**config.mk**
```make
export PLATFORM = sky130hd
export DESIGN_NAME = basic_gates_unit
export DESIGN_NICKNAME = d
export VERILOG_FILES = /design/src/rtl/basic_gates_unit.sv
export SDC_FILE = /design/constraint.sdc
export NUM_CORES = 1
export LEC_CHECK = 0
export BUFFER_PORTS_ARGS = -buffer_cell sky130_fd_sc_hd__buf_2
export CORE_AREA = 2 2 39 41
export CTS_CLUSTER_SIZE = 20
export DETAILED_ROUTE_END_ITERATION = 8
export DIE_AREA = 0 0 41 43
export GPL_ROUTABILITY_DRIVEN = 0
export PLACE_DENSITY = 0.68
export SYNTH_ARGS = -nofsm -noshare
export SYNTH_HDL_FRONTEND = slang
export SYNTH_SLANG_ARGS = --single-unit
```
**constraint.sdc**
```tcl
create_clock -name clk -period 0.8 [get_ports clk]
set_input_delay 0.04 -clock clk [delete_from_list [all_inputs] [get_ports clk]]
set_output_delay 0.04 -clock clk [all_outputs]
set_load 0.1 [all_outputs]
```
**src/rtl/basic_gates_unit.sv**
```systemverilog
// Registered bitwise logic unit: seven two-input gate results plus one selected result.
// One-cycle latency, one operation per cycle, all outputs driven straight from flops.
module basic_gates_unit #(
    parameter int WIDTH = 1
) (
    input  logic                 clk,
    input  logic                 rst_n,
    input  logic                 in_valid,
    input  logic [WIDTH-1:0]     a,
    input  logic [WIDTH-1:0]     b,
    input  logic [2:0]           sel,
    output logic                 out_valid,
    output logic [7*WIDTH-1:0]   y,
    output logic [WIDTH-1:0]     f
);

    logic [WIDTH-1:0]   gate_res [7];
    logic [7*WIDTH-1:0] y_next;
    logic [7*WIDTH-1:0] y_reg;
    logic [WIDTH-1:0]   f_next;
    logic [WIDTH-1:0]   f_reg;
    logic               out_valid_reg;

    // Gate order matches the sel encoding and the slice order in y.
    assign gate_res[0] = ~a;
    assign gate_res[1] = a & b;
    assign gate_res[2] = a | b;
    assign gate_res[3] = ~(a & b);
    assign gate_res[4] = ~(a | b);
    assign gate_res[5] = a ^ b;
    assign gate_res[6] = ~(a ^ b);

    generate
        for (genvar gi = 0; gi < 7; gi++) begin : g_pack
            assign y_next[gi*WIDTH +: WIDTH] = gate_res[gi];
        end
    endgenerate

    // Reserved select code 7 yields all zeros on f.
    always_comb begin
        f_next = '0;
        case (sel)
            3'd0:    f_next = gate_res[0];
            3'd1:    f_next = gate_res[1];
            3'd2:    f_next = gate_res[2];
            3'd3:    f_next = gate_res[3];
            3'd4:    f_next = gate_res[4];
            3'd5:    f_next = gate_res[5];
            3'd6:    f_next = gate_res[6];
            default: f_next = '0;
        endcase
    end

    always_ff @(posedge clk or negedge rst_n) begin
        if (!rst_n) begin
            y_reg         <= '0;
            f_reg         <= '0;
            out_valid_reg <= 1'b0;
        end else begin
            out_valid_reg <= in_valid;
            if (in_valid) begin
                y_reg <= y_next;
                f_reg <= f_next;
            end
        end
    end

    assign y         = y_reg;
    assign f         = f_reg;
    assign out_valid = out_valid_reg;

endmodule

```
==> results summary, run 1 <==
The post-detailed-routing wire length came out at roughly 950 um. The number of flip-flops under the largest register name is 7. The worst register-to-register path has a depth of 1. The TritonCTS sink count is 9. The leftover overflow at the end of global routing came out at 0. The worst-case clock buffer depth came out at 2. The floorplan core area came out at 1380 um^2.

The proportion of power drawn by flip-flops and latches is approximately a third. Sorting the synthesized cells by area gives the leading types as sky130_fd_sc_hd__dfrtp_1 (52%), sky130_fd_sc_hd__mux2_2 (13%), sky130_fd_sc_hd__mux2i_1 (6.9%), sky130_fd_sc_hd__ha_1 (5.7%), sky130_fd_sc_hd__inv_1 (4.3%). The synthesized netlist cell count is 34.

In this design, the stage delay of the slowest critical-path cell is between 0.4 and 0.5 ns. The top achievable clock speed came out at 951 MHz. The hold violation total from the final report was 0. The switching power is between 600 and 700 uW. The first element of the critical path is y[5]. For this design the top-level I/O count stands at 17. STA classifies the critical path startpoint as a flip-flop.

The worst register-to-register path begins at y[0]. The overall power after layout came out at around 1800 uW. The routed via count came out at 371. The final-report max-slew violation count is 0. At the end of the flow, the number of nets in the layout was slightly below 80. The number of flops mapped to enable cells by yosys is 0.

The width of the chip is between 40 and 50 um. The analysis attributes to cell leakage a power of ~0.00042 uW. The post-synthesis to final-layout area growth is 110%. The flow ran to the end, but the final reports show violations. The internal cell power is about 1100 uW. The worst setup margin is -0.252 ns.

Global routing consumed, over all layers together, around 14% of the routing resources. The data required time at the worst endpoint came out at about 0.76 ns. The power per standard cell area is about 2000 nW/um^2. The clock latency at the later pin of the worst-skew pair came out at between 0.2 and 0.3 ns. After clock tree synthesis, the clock-pin slew on the worst setup and hold paths is ~0.06 ns. In this run the register-to-register setup slack is -0.05 ns. In this run the worst hold path is classified as input pin to flip-flop. The clock buffer count from CTS is 3. The cell area after technology mapping came out at 435 um^2. The remaining routing DRC violations came out at 0.

The initialized floorplan defines 14 standard-cell rows. The number of search-and-repair iterations in the first detailed-routing pass came out at 2. The CTS tree is built.

The sequential element share of the synthesized area is between 50% and 60%. The critical path depth in cells came out at 2. The starting density of the core came out at a little under a third. The number of diodes added for antenna fixing is 0. The period utilization is 132%. Summed over all instances, the cell type with the most area after synthesis is sky130_fd_sc_hd__dfrtp_1. The capture point of the worst path is y[5].

The layout cell share with drive strength beyond 1 is between 80% and 90%. The critical path class is flip-flop to output port. Setup repair after global routing could not meet its margin everywhere. The total of fill cells in the finished design is approximately 110.

The summed area of non-filler cells in the final layout is just over 900 um^2. The relative contribution of the clock network to total power is a little under a fifth. The clock skew is 0 ns.

The quantity of I/O buffers inserted on ports came out at 16. Among all cell types in the netlist, the one instantiated most often is sky130_fd_sc_hd__dfrtp_1. The final reports fail on negative setup slack. The wire-length estimate of the detail-placed layout is roughly 710 um. Measured against its own limit, the worst slew margin works out to ~83%.

The via density per instance came out at 4.42. The worst hold path begins at in_valid. The largest fanout on the critical path came out at 2. IR analysis of the VDD net gives a maximum drop of 1890 uV. The reg-to-reg critical path endpoint is y[0]. The first-pass GRT wire length is approximately 1.7 mm. The worst setup path is captured at an output port. Entering global routing, the biggest net connects 11 pins. The synthesized flop and latch total is 9.

The number of DRC markers in iteration 0 came out at 3. The most used flip-flop cell after synthesis is sky130_fd_sc_hd__dfrtp_1. The endpoint arrival time on the critical path is 1.01 ns.

In this design, the largest share of critical-path delay is due to flip-flops. The cell at the root of the clock tree is sky130_fd_sc_hd__clkbuf_4. The area share of the leading cell type in the synthesized netlist came out at 51.7%. The share of total power in combinational logic is ~50%. The height of the chip is 43 um. The placed instance area is 782 um^2. Walking the worst path, the cells encountered are buf_6 > buf_12.

Setup violations remaining at the end of the flow were counted as 17. The number of violations of the max-capacitance limit is 0. The post-route minimum period came out at approximately 1.1 ns. The total number of yosys warnings is 0. The average instance area after synthesis came out at about 13 um^2.

The via count of the first global-routing pass is 391. The switching power as a share of total power is 38.1%. The highest-delay cell along the critical path is sky130_fd_sc_hd__dfrtp_4. After synthesis, the netlist uses 15 different library cells.

In this run the number of H-tree levels came out at 1. The die covers ~1800 um^2. The initial antenna violation count is 0. The buffering stage count on the worst path with inverters included came out at 2. Synthesis produced a netlist with a net count of 44. For this run, asynchronously set or reset flops after synthesis account for between 90% and 100%. The remaining antenna violation count after routing came out at 0. The slew at the pin closest to its max-slew limit is around 0.26 ns.

The detailed-route wire length per cell came out at 11.3 um. Counting instances in the post-synthesis netlist gives the leading cell types as sky130_fd_sc_hd__dfrtp_1 (9), sky130_fd_sc_hd__inv_1 (5), sky130_fd_sc_hd__mux2_2 (5), sky130_fd_sc_hd__mux2i_1 (3), sky130_fd_sc_hd__ha_1 (2).
-- routing by layer --
| layer | GRT usage (%) | routed length [um] | share of wire, % |
|---|---|---|---|
| met1 | 18.9 | 410 | 43 |
| met2 | 20.9 | 479 | 51 |
| met3 | 6.81 | 56 | 5.9 |
| met4 | 2.00 | 0 | 0 |
| met5 | 0 | 0 | 0 |
-- placed cells by master, fill, tap and decap left out, types with 2 or more instances in the layout --
master	synthesis	final
sky130_fd_sc_hd__mux2_2	5	5
sky130_fd_sc_hd__buf_12	0	9
sky130_fd_sc_hd__buf_2	1	5
sky130_fd_sc_hd__buf_6	0	8
sky130_fd_sc_hd__mux2i_1	3	3
sky130_fd_sc_hd__inv_2	0	3
sky130_fd_sc_hd__dfrtp_4	0	8
sky130_fd_sc_hd__buf_4	0	6
sky130_fd_sc_hd__buf_8	0	2
sky130_fd_sc_hd__clkbuf_4	0	3
-- area by class of cell --
| cell class | instances | area, um^2 | share of cell area (%) |
|---|---|---|---|
| Clock buffer | 4 | 26.3 | 2.87 |
| Inverter | 5 | 26.3 | 2.87 |
| Multi-Input combinational cell | 19 | 206 | 22.5 |
| Sequential cell | 9 | 256 | 28.0 |
| Tap cell | 16 | 20.0 | 2.19 |
| Timing Repair Buffer | 31 | 380 | 41.5 |
-- per-stage QoR --
step	cells	util, %	worst slack (ns)	TNS, ns	hold slack (ns)
floorplan	34	-	-0.221	-1.21	-0.256
global placement	74	56.5	-0.343	-0.640	-0.104
detailed placement	74	56.5	-0.377	-0.720	-0.104
CTS	83	64.7	-0.260	-2.07	0.0214
global route	84	66.2	-0.282	-2.38	0.0388
finish	84	66.2	-0.252	-1.97	0.0503
-- how the worst min path moves through the flow --
| stage | to | slack (ns) | depth (start not counted) |
|---|---|---|---|
| final | out_valid | 0.05 | 1 |
| after global routing | out_valid | 0.04 | 1 |
| after detailed placement | y[4] | -0.10 | 1 |
| after CTS | out_valid | 0.02 | 1 |
| after global placement | y[4] | -0.10 | 1 |
| after floorplan | out_valid | -0.26 | 0 |
-- timing repair --
| action | in CTS | in global routing |
|---|---|---|
| hold buffers | 1 | 0 |
| endpoints found under the setup margin | 14 | 16 |
| endpoints found under the hold margin | 9 | 0 |
| pin swaps | 2 | 1 |
| buffers inserted | 4 | 2 |
| gates resized for setup | 13 | 4 |
-- power groups by stage --
| stage | registers (uW) | clock network (uW) | logic [uW] |
|---|---|---|---|
| floorplan | 930 | 0 | 106 |
| global placement | 584 | 0 | 781 |
| detailed placement | 585 | 0 | 789 |
| CTS | 579 | 351 | 857 |
| global route | 587 | 370 | 916 |
| finish | 582 | 330 | 879 |
-- kinds of logic (layout without fill, tap and decap cells) --
group	count (synthesis)	count (layout)	synth area share (%)
adders and majority gates	2	2	5.75
buffers and inverters	6	40	5.46
AOI/OAI and AO/OA	5	5	10.6
DFF	9	9	51.7
and+or+nand+nor	4	4	6.61
muxes	8	8	19.8
No activity file was read; power rests on OpenSTA's default activity.
==> run 2, diff against run 1 <==
Settings changed: SETUP_SLACK_MARGIN from default to 0.3.
==> run 2 against run 1 <==
Against the previous run:
- cell area down 3.4%
- clock skew unchanged
- wire length fell by 1.3%
- register-to-register slack about the same
- sequential cell count is the same
- highest routed layer is now met4
- the flow still finishes with violations (negative setup slack)
- sequential share of layout area up 1.3 points
- global-route usage decreased by 0.93 points
- sequential power about the same
- critical endpoint is now y[0]
- clock power grew 4%
==> results summary, run 2 (synthesized netlist as in run 1, its figures left out) <==
The flow ran to the end, but the final reports show violations. The checks that failed: negative setup slack. The via density per instance came out at around 4.5.

The power per standard cell area came out at ~2000 nW/um^2. Setup repair after global routing could not meet its margin everywhere. The tree is rooted in a sky130_fd_sc_hd__clkbuf_4. The top achievable clock speed came out at about 950 MHz. The full die area came out at between 1500 and 2000 um^2.

The number of flip-flops under the largest register name is 7. The length of routed wiring on met1 came out at 351 um. Headroom to the max-slew limit came out at approximately 85%. The kind of start point of the critical path is a flip-flop.

The clock buffer count from CTS came out at 3. TritonCTS built the clock tree. The utilization after layout is between 60 and 70%. The post-detailed-routing wire length came out at ~940 um. Data arrives at the worst endpoint at a little over 1 ns. The slew at the pin closest to its max-slew limit is roughly 0.22 ns. The total number of H-tree levels came out at 1. The remaining routing DRC violations came out at 0. The worst setup path is captured at an output port. The global-route usage over all layers came out at around an eighth. The post-layout net count came out at 76. The hold violation total from the final report is 0. The signal on the critical path passes through buf_6 > buf_12. The initial utilization of the core area, before any placement, comes to between 30% and 40%. Across the VDD grid, the largest voltage drop is about 1100 uV. The layout cell share with drive strength beyond 1 is between 80% and 90%. The clock latency at the later pin of the worst-skew pair came out at 0.25 ns. After clock tree synthesis, the clock-pin slew on the worst setup and hold paths is ~0.060 ns. The placed instance area is 777 um^2. The first global-routing pass estimated 1.53 mm of wire. The number of DRC markers in iteration 0 is 3. The final-report max-slew violation count came out at 0. The finished cells cover between 800 and 900 um^2.

The floorplan core area is about 1400 um^2. Before antenna repair, the detailed router went through 2 iterations. The largest individual stage delay along the critical path comes from the cell sky130_fd_sc_hd__dfrtp_4. The floorplan row count came out at 14. The highest routed metal layer is met4. The routed via count came out at about 370. The largest net degree at the start of global routing came out at 11. The remaining antenna violation count after routing came out at 0.

The quantity of I/O buffers inserted on ports is 16. The via count of the first global-routing pass is 387. The post-synthesis to final-layout area growth is 103%. The width of the chip came out at 41 um. The height of the chip came out at 43 um. The maximum single-stage delay on the critical path is 0.48 ns. 17 I/O pins were placed. The sum of met2 wire segment lengths after detailed routing is about 520 um. The final total negative setup slack came out at -2.01 ns. Setup violations remaining at the end of the flow were counted as 17. The critical path class is flip-flop to output port.

After detailed routing, the average wire length per cell comes to roughly 12 um. The worst-case clock buffer depth came out at 2. The post-route minimum period is 1.05 ns. The number of violations of the max-capacitance limit came out at 0. The completed layout was analyzed and its total power is between 1500 and 2000 uW. The tree built by TritonCTS fans out to 9 sinks.

On the final layout, the worst clock skew is 0 ns. The length of routed met3 wiring came out at 50 um. Along the worst path, the maximum fanout reaches 2.

The number of antenna diodes in the final layout is 0. The final hold slack came out at around 0.11 ns. The period utilization is 131%.

In the layout the commonest cells are sky130_fd_sc_hd__dfrtp_4 (9), sky130_fd_sc_hd__buf_12 (9), sky130_fd_sc_hd__buf_6 (7). At the worst endpoint, the required time is ~0.76 ns. The initial antenna violation count is 0.

The total of fill cells in the finished design is approximately 120. The leakage power summed over all cells is 0.000404 uW. Global routing finished with a remaining overflow of 0. The worst setup margin is -0.252 ns. The tightest min-delay check is of the input pin to flip-flop type.
==> run 2: cell types whose count changed in the layout (fill, tap and decap cells not counted), sizes merged <==
cell  change
buf       -3
==> run 2: path summary, 6_finish.rpt <==
check	startpoint	slack, ns	cells past startpoint	to
min	a	0.11	3	y[0]
min in group asynchronous	rst_n	0.18	2	f
min reg2reg	y[4]	0.58	1	y[4]
max	y[0]	-0.25	2	y[0]
max in group asynchronous	rst_n	0.42	2	y[0]
max reg2reg	y[0]	-0.05	1	y[0]
==> run 2: per-layer routing <==
| metal | GRT usage, % | vias to the layer above |
|---|---|---|
| met3 | 1.57 | 2 |
| met2 | 22.5 | 12 |
| met1 | 14.4 | 177 |
| li1 | - | 176 |
| met4 | 8.00 | 0 |
| met5 | 0 | - |
==> run 2: worst max-delay path: cells and delay by family (launching register included) <==
family	cells	cell delay, ns
buffers and inverters	2	0.28
DFF	1	0.48
==> run 2: area by class of cell <==
type	count	area, um^2	area share (%)
inverter	5	26.3	2.97
sequential	9	259	29.3
clock buffer	4	26.3	2.97
tap	16	20.0	2.26
multi-input combinational	19	199	22.5
timing repair buffer	28	354	40.0
==> run 2: stage by stage <==
stage               worst slack [ns]  std cells
global route                  -0.280         81
global placement              -0.348         73
floorplan                     -0.221         34
finish                        -0.252         81
CTS                           -0.260         81
detailed placement            -0.362         73
==> run 2: power breakdown <==
group	internal (uW)	switching (uW)	total (uW)
Sequential	534	45.3	580
Clock	192	151	343
Combinational	364	486	850
Total	1090	683	1770
==> run 2: repair_timing <==
item | CTS | global route
gates resized for setup | 14 | 0
setup endpoints to repair | 17 | 17
hold buffers | 1 | 0
hold endpoints to repair | 9 | 0
buffers inserted | 3 | 0
cloned | 0 | 0
pin swaps | 1 | 0
